--- src/rtl/seq_mux.sv ---
// seq_mux: registered N-channel word selector with direct and sequence modes.
// Sequence mode streams channels 0..LAST one word per VALID/READY handshake.
module seq_mux #(
    parameter int WIDTH = 8,
    parameter int NCH   = 11,
    parameter int SELW  = 4
) (
    input  logic                   CLK,
    input  logic                   RST,
    input  logic [NCH*WIDTH-1:0]   IN,
    input  logic                   MODE,
    input  logic [SELW-1:0]        SEL,
    input  logic                   START,
    input  logic [SELW-1:0]        LAST,
    input  logic                   READY,
    output logic [WIDTH-1:0]       OUT,
    output logic                   VALID,
    output logic [SELW-1:0]        CH,
    output logic                   BUSY,
    output logic                   DONE,
    output logic                   ERR
);
    typedef enum logic {IDLE, RUN} state_t;
    localparam logic [SELW:0] NCH_W = (SELW+1)'(NCH);
    state_t state_q, state_d;
    logic [WIDTH-1:0] out_q, out_d;
    logic [SELW-1:0] ch_q, ch_d, last_q, last_d, ch_next;
    logic valid_q, valid_d, done_q, done_d, err_q, err_d, sel_ok, last_ok;
    logic [WIDTH-1:0] chans [2**SELW];
    // Unused slots read as zero so any index yields a defined word
    for (genvar k = 0; k < 2**SELW; k++) begin : g_ch
        if (k < NCH) begin : g_real
            assign chans[k] = IN[k*WIDTH +: WIDTH];
        end else begin : g_pad
            assign chans[k] = '0;
        end
    end
    assign sel_ok  = {1'b0, SEL} < NCH_W;
    assign last_ok = {1'b0, LAST} < NCH_W;
    assign ch_next = ch_q + SELW'(1);
    always_comb begin
        state_d = state_q;
        out_d   = out_q;
        ch_d    = ch_q;
        last_d  = last_q;
        valid_d = valid_q;
        err_d   = err_q;
        done_d  = 1'b0;
        if (state_q == IDLE) begin
            if (!MODE) begin
                valid_d = sel_ok;
                err_d   = !sel_ok;
                out_d   = sel_ok ? chans[SEL] : out_q;
                ch_d    = sel_ok ? SEL : ch_q;
            end else if (!START) begin
                valid_d = 1'b0;
            end else if (!last_ok) begin
                valid_d = 1'b0;
                err_d   = 1'b1;
            end else begin
                last_d  = LAST;
                err_d   = 1'b0;
                out_d   = chans[0];
                ch_d    = '0;
                valid_d = 1'b1;
                state_d = RUN;
            end
        end else if (valid_q && READY) begin
            if (ch_q == last_q) begin
                valid_d = 1'b0;
                done_d  = 1'b1;
                state_d = IDLE;
            end else begin
                ch_d  = ch_next;
                out_d = chans[ch_next];
            end
        end
    end
    always_ff @(posedge CLK) begin
        if (RST) begin
            state_q <= IDLE;
            out_q   <= '0;
            ch_q    <= '0;
            last_q  <= '0;
            valid_q <= 1'b0;
            done_q  <= 1'b0;
            err_q   <= 1'b0;
        end else begin
            state_q <= state_d;
            out_q   <= out_d;
            ch_q    <= ch_d;
            last_q  <= last_d;
            valid_q <= valid_d;
            done_q  <= done_d;
            err_q   <= err_d;
        end
    end
    assign OUT   = out_q;
    assign VALID = valid_q;
    assign CH    = ch_q;
    assign BUSY  = state_q == RUN;
    assign DONE  = done_q;
    assign ERR   = err_q;
endmodule

--- config.mk ---
export PLATFORM = sky130hd
export DESIGN_NAME = seq_mux
export DESIGN_NICKNAME = d
export VERILOG_FILES = /design/src/rtl/seq_mux.sv
export SDC_FILE = /design/constraint.sdc
export NUM_CORES = 1
export LEC_CHECK = 0
export ABC_AREA = 1
export CAP_MARGIN = 30
export CORE_MARGIN = 2
export CORE_UTILIZATION = 44
export CTS_CLUSTER_SIZE = 14
export DETAILED_ROUTE_END_ITERATION = 10
export PLACE_DENSITY = 0.92
export SYNTH_ARGS = -nofsm -noshare
export SYNTH_HDL_FRONTEND = slang
export SYNTH_SLANG_ARGS = --single-unit
--- constraint.sdc ---
create_clock -name CLK -period 2.18 [get_ports CLK]
set_clock_uncertainty 0.15 [all_clocks]
set_input_delay 0.436 -clock CLK [delete_from_list [all_inputs] [get_ports CLK]]
set_output_delay 0.436 -clock CLK [all_outputs]
set_load 0.02 [all_outputs]
Word level (Yosys, flattened, before mapping)
Cells that the tools add are included.
- add/sub/neg operators: 1
- order comparisons: 4
- equal/unequal tests: 7
- muxes and demuxes: 34
- bitwise gates (word level): 4
- reductions and logical operators: 8
- operators by type and width (cell ; count):
    2-to-1 mux 8 bit ; 11
    binary-select mux 8 bit (select 4 bit) ; 2
    2-to-1 mux 4 bit ; 7
    2-to-1 mux 1 bit ; 14
    >= comparator 5 bit (second input constant) ; 2
    NOT 4 -> 5 bit ; 2
    < comparator 4 bit (second input constant) ; 2
    != test 2 x 1 -> 1 bit (second input constant) ; 3
    != test 3 x 1 -> 1 bit (second input constant) ; 2
    AND reduction 5 bit ; 1
    adder 4 x 1 -> 4 bit (second input constant) ; 1
    equality test 4 bit ; 1
    AND reduction 2 bit ; 2
    AND reduction 4 bit ; 1
    nonzero test 3 bit ; 1
    OR reduction 3 bit ; 1
    != test 2 bit (second input constant) ; 1
    NOT 1 bit ; 2
    logical AND 1 bit ; 1
    zero test 1 bit ; 1
- bits in registers: 20
- output and inout port bits: 16
- word-level logic and storage cells: 65

Longest topological paths before layout
- word-level depth: 8
- depth in mapped cells: 13
- gate-level depth less buffers: 11

Least setup slack after synthesis
Ideal clock, no wire load.
- kind: register -> register
- start: register ch_q[1] (netlist: CH[1])
- end: register out_q[0] (netlist: OUT[0])
- library setup time: 0.132 ns
- arrival time: 1.633 ns
- slack: 0.265 ns
- stages on the path, launching flop included: 11
- buffers on the path: 1
- period minus slack after synthesis: 1.915 ns
- cell sequence: dfxtp_1 ha_1 inv_1 clkbuf_1 nor2_1 o21ai_0 nand3_1 nand3_1 nand2_1 nand3_1 a21oi_1
- word-level cells in the longest chain between the ends: 8
- elaborated cells on any way between the ends: 11
- ends and longest elaborated chain (what ; line ; source):
    from (decl) ; 27 ; logic [SELW-1:0] ch_q, ch_d, last_q, last_d, ch_next;
    from (signal assigned) ; 91 ; ch_q <= ch_d;
    adder 4 x 1 -> 4 bit ; 40 ; assign ch_next = ch_q + SELW'(1);
    NOT 4 -> 5 bit (implied by the code) ; 75 ; out_d = chans[ch_next];
    binary-select mux 8 bit (select 4 bit) ; 75 ;
    2-to-1 mux 8 bit (implied by the code) (2 in series) ; 75 ;
    2-to-1 mux 8 bit ; 69 ; if (ch_q == last_q) begin
    2-to-1 mux 8 bit ; 68 ; end else if (valid_q && READY) begin
    2-to-1 mux 8 bit ; 49 ; if (state_q == IDLE) begin
    to (signal assigned) ; 90 ; out_q <= out_d;
    to (decl) ; 26 ; logic [WIDTH-1:0] out_q, out_d;
Several ways; a longest one is shown, not always the timed one. The select of a mux whose other input is x is not followed.
A chain may end at the register's enable or synchronous reset.

Worst setup path after layout
- start: register ch_q[1] (netlist: CH[1])
- end: register out_q[6] (netlist: OUT[6])
Same word-level chain as after synthesis.

==> results.sh <==
export IMPL_cap_viol_max_count=0
export IMPL_overflow=0
export IMPL_fp_dieArea_um2=6960
export IMPL_holdBufCountCts=0
export IMPL_rows=28
export IMPL_die_width_um=83.4
export IMPL_fp_dieH_um=83.4
export IMPL_synthFlopType="dfxtp_1"
export IMPL_switching_power_uw=814
export IMPL_cts_buffers=3
export IMPL_start_kind="flip-flop"
export IMPL_finalHoldViolCount=0
export IMPL_maxSlewHeadroom_pct=60.9
export IMPL_drc_errors=0
export IMPL_post_synth_main_area_contributors="nand2_1 19%, dfxtp_1 14%, nor2_1 12%"
export IMPL_vias_per_cell=5.74
export IMPL_syn_nets=645
export IMPL_clock_latency_ps=260
export IMPL_tightestPinTransition_ps=585
export IMPL_finalPower_uw=1850
export IMPL_synthAdderAreaFrac_pct=0.451
export IMPL_initial_core_util_pct=46.1
export IMPL_clock_tree_root_cell="clkbuf_8"
export IMPL_finalMaxSlewViolations=0
export IMPL_finalSetupViolCount=0
export IMPL_synthXorXnorAreaFrac_pct=0.315
export IMPL_hp_class="flip-flop to flip-flop"
export IMPL_p_per_area_nw_per_um2=448
export IMPL_layout_drive_gt1_share_pct=6.76
export IMPL_final_util_pct=68.5
export IMPL_placed_cells=723
export IMPL_grt_start_max_net_pins=60
export IMPL_synthDistinctLibCells=30
export IMPL_synthArstFlopShare_pct=0
export IMPL_drtAntennaViolNets=0
export IMPL_grtUsageTotal_pct=32.2
export IMPL_p_leak_uw=0.00183
export IMPL_gp_congestion=1.06
export IMPL_synth_top_area_cell="nand2_1"
export IMPL_synth_area_um2=2780
export IMPL_p_comb_share_pct=62.7
export IMPL_cts_setup_buffers=0
export IMPL_ir_drop_v=0.000278
export IMPL_critical_path_top_delay_family="simple AND/OR/NAND/NOR gates"
export IMPL_final_cell_mix="144 x nand2_1, 115 x clkdlybuf4s50_1, 92 x nor2_1, 61 x nand3_1, 54 x inv_1"
export IMPL_fmax_ghz=0.491
export IMPL_grt_pass1_wl_um=18600
export IMPL_port_buffers=116
export IMPL_dr_pass1_iters=5
export IMPL_p_clk_share_pct=13.8
export IMPL_max_stage_delay_ps=360
export IMPL_drt_iter0_drc=582
export IMPL_vias=4170
export IMPL_layout_min_cycle_time_ps=2040
export IMPL_yosysWarningCount=0
export IMPL_pin_count=117
export IMPL_layout_cells_non_filler=726
export IMPL_p_seq_share_pct=23.5
export IMPL_grt_pass1_vias=3914
export IMPL_arrival_ps=2080
export IMPL_wl_met3_um=1480
export IMPL_final_common_cell="nand2_1"
export IMPL_clock_sinks=20
export IMPL_htreeDepth=1
export IMPL_synth_compound_area_share_pct=21.2
export IMPL_whs_ps=328
export IMPL_m1WireLength_um=4230
export IMPL_finalCritPeriodShare_pct=93.4
export IMPL_fin_nets=755
export IMPL_synth_edf_count=0
export IMPL_top_layer="met4"
export IMPL_synth_cells=543
export IMPL_crit_slowest_cell="dfxtp_1"
export IMPL_cp_end_kind="flip-flop"
export IMPL_synth_top_area_share_pct=19.5
export IMPL_clk_pin_slew_ps=80
export IMPL_yosysSeqAreaShare_pct=14.4
export IMPL_antenna_found_initial=0
export IMPL_area_delta_synth_final_pct=48.6
export IMPL_synth_top_family_by_area="simple AND/OR/NAND/NOR gates"
export IMPL_routed_wl_um=11400
export IMPL_outcome="finished, final reports clean"
export IMPL_dpl_hpwl_um=8750
export IMPL_cp_cell_sequence="ha_1 > xnor2_1 > nand3_2 > nor2_1 > nor2_1 > nand2_1 > nand3_1 > a21oi_1"
export IMPL_p_int_uw=1040
export IMPL_power_switching_share_pct=44.0
export IMPL_route_met2_wl_um=5290
export IMPL_post_drt_wl_per_cell_um=15.8
export IMPL_diodes=0
export IMPL_core_area_um2=6030
export IMPL_avgSynthCellArea_um2=5.11
export IMPL_crit_required_ps=2220
export IMPL_muxShareOfSynthArea_pct=0
export IMPL_path_buf_inv=0
export IMPL_ys_seq_elements=20
export IMPL_crit_fanout=8
export IMPL_clk_path_buf_depth=2
export IMPL_crit_type="flip-flop to flip-flop"
export IMPL_cts_resized=0
export IMPL_tritoncts="built"
export IMPL_rsz0062_at_grt="no"
export IMPL_cpMostUsedCell="nor2_1"
export IMPL_synth_simple_area_share_pct=48.8
power by group through the flow:
stage / registers, µW / logic [µW] / clock network (µW)
detailed placement: 444 / 1130 / 0
floorplan: 471 / 623 / 0
CTS: 435 / 1140 / 256
finish: 436 / 1160 / 255
global route: 440 / 1260 / 267
global placement: 443 / 1110 / 0
cells in the mapped netlist, types with 3 or more instances:
master and count:
a211oi_1 4, a211oi_2 4, a21oi_1 33, buf_2 14
buf_4 3, buf_6 3, clkbuf_1 11, dfxtp_1 20
inv_1 54, inv_2 9, nand2_1 144, nand3_1 61
nand4_1 18, nor2_1 92, o211ai_1 8, o21ai_0 35
o21ai_1 13, o22ai_1 3
per-stage QoR:
step / worst slack, ps / setup TNS [ps] / area [µm²]
2_1_floorplan: 265 / 0 / 2780
3_3_place_gp: -39.1 / -108 / 4080
3_5_place_dp: -68.4 / -287 / 4080
4_1_cts: 19.5 / 0 / 4120
5_1_grt: 5.31 / 0 / 4130
6_report: 143 / 0 / 4130
cell families after synthesis:
logic type,Yosys count
simple gates,322
compound gates,103
buf+inv,96
flops,20
xor+xnor,1
fa+ha+maj,1
worst reg2reg max path: stages, from the launching register on:
cell and delay, ps:
dfxtp_1 360, ha_1 220, xnor2_1 340, nand3_2 300
nor2_1 170, nor2_1 60, nand2_1 150, nand3_1 90
a21oi_1 120
registers in the layout (all words and copies together) (netlist names):
| signal | flops |
|---|---|
| OUT | 8 |
| CH | 4 |
| last_q | 4 |
| BUSY | 1 |
| DONE | 1 |
| ERR | 1 |
| VALID | 1 |
path summary, 6_finish.rpt:
kind | start | end | slack [ps] | cells past startpoint
max | CH[1]$_SDFFE_PP0P_ | OUT[6]$_SDFFE_PP0P_ | 140 | 8
min | OUT[6]$_SDFFE_PP0P_ | OUT[6]$_SDFFE_PP0P_ | 330 | 2
max reg2reg | CH[1]$_SDFFE_PP0P_ | OUT[6]$_SDFFE_PP0P_ | 140 | 8
min reg2reg | OUT[6]$_SDFFE_PP0P_ | OUT[6]$_SDFFE_PP0P_ | 330 | 2
metal layers:
metal  global-route usage, %  vias up
met1                    40.0     1808
met2                    54.5      323
met5                       0        -
met4                    11.9        0
li1                        -     1986
met3                    7.16       53
layout make-up:
cell class | instances | area, µm²
Sequential cell | 20 | 402
Timing Repair Buffer | 137 | 1380
Tap cell | 75 | 93.8
Fill cell | 555 | 1900
Inverter | 64 | 240
Clock buffer | 3 | 41.3
Multi-Input combinational cell | 427 | 1960
(Power assumes the default switching activity.)
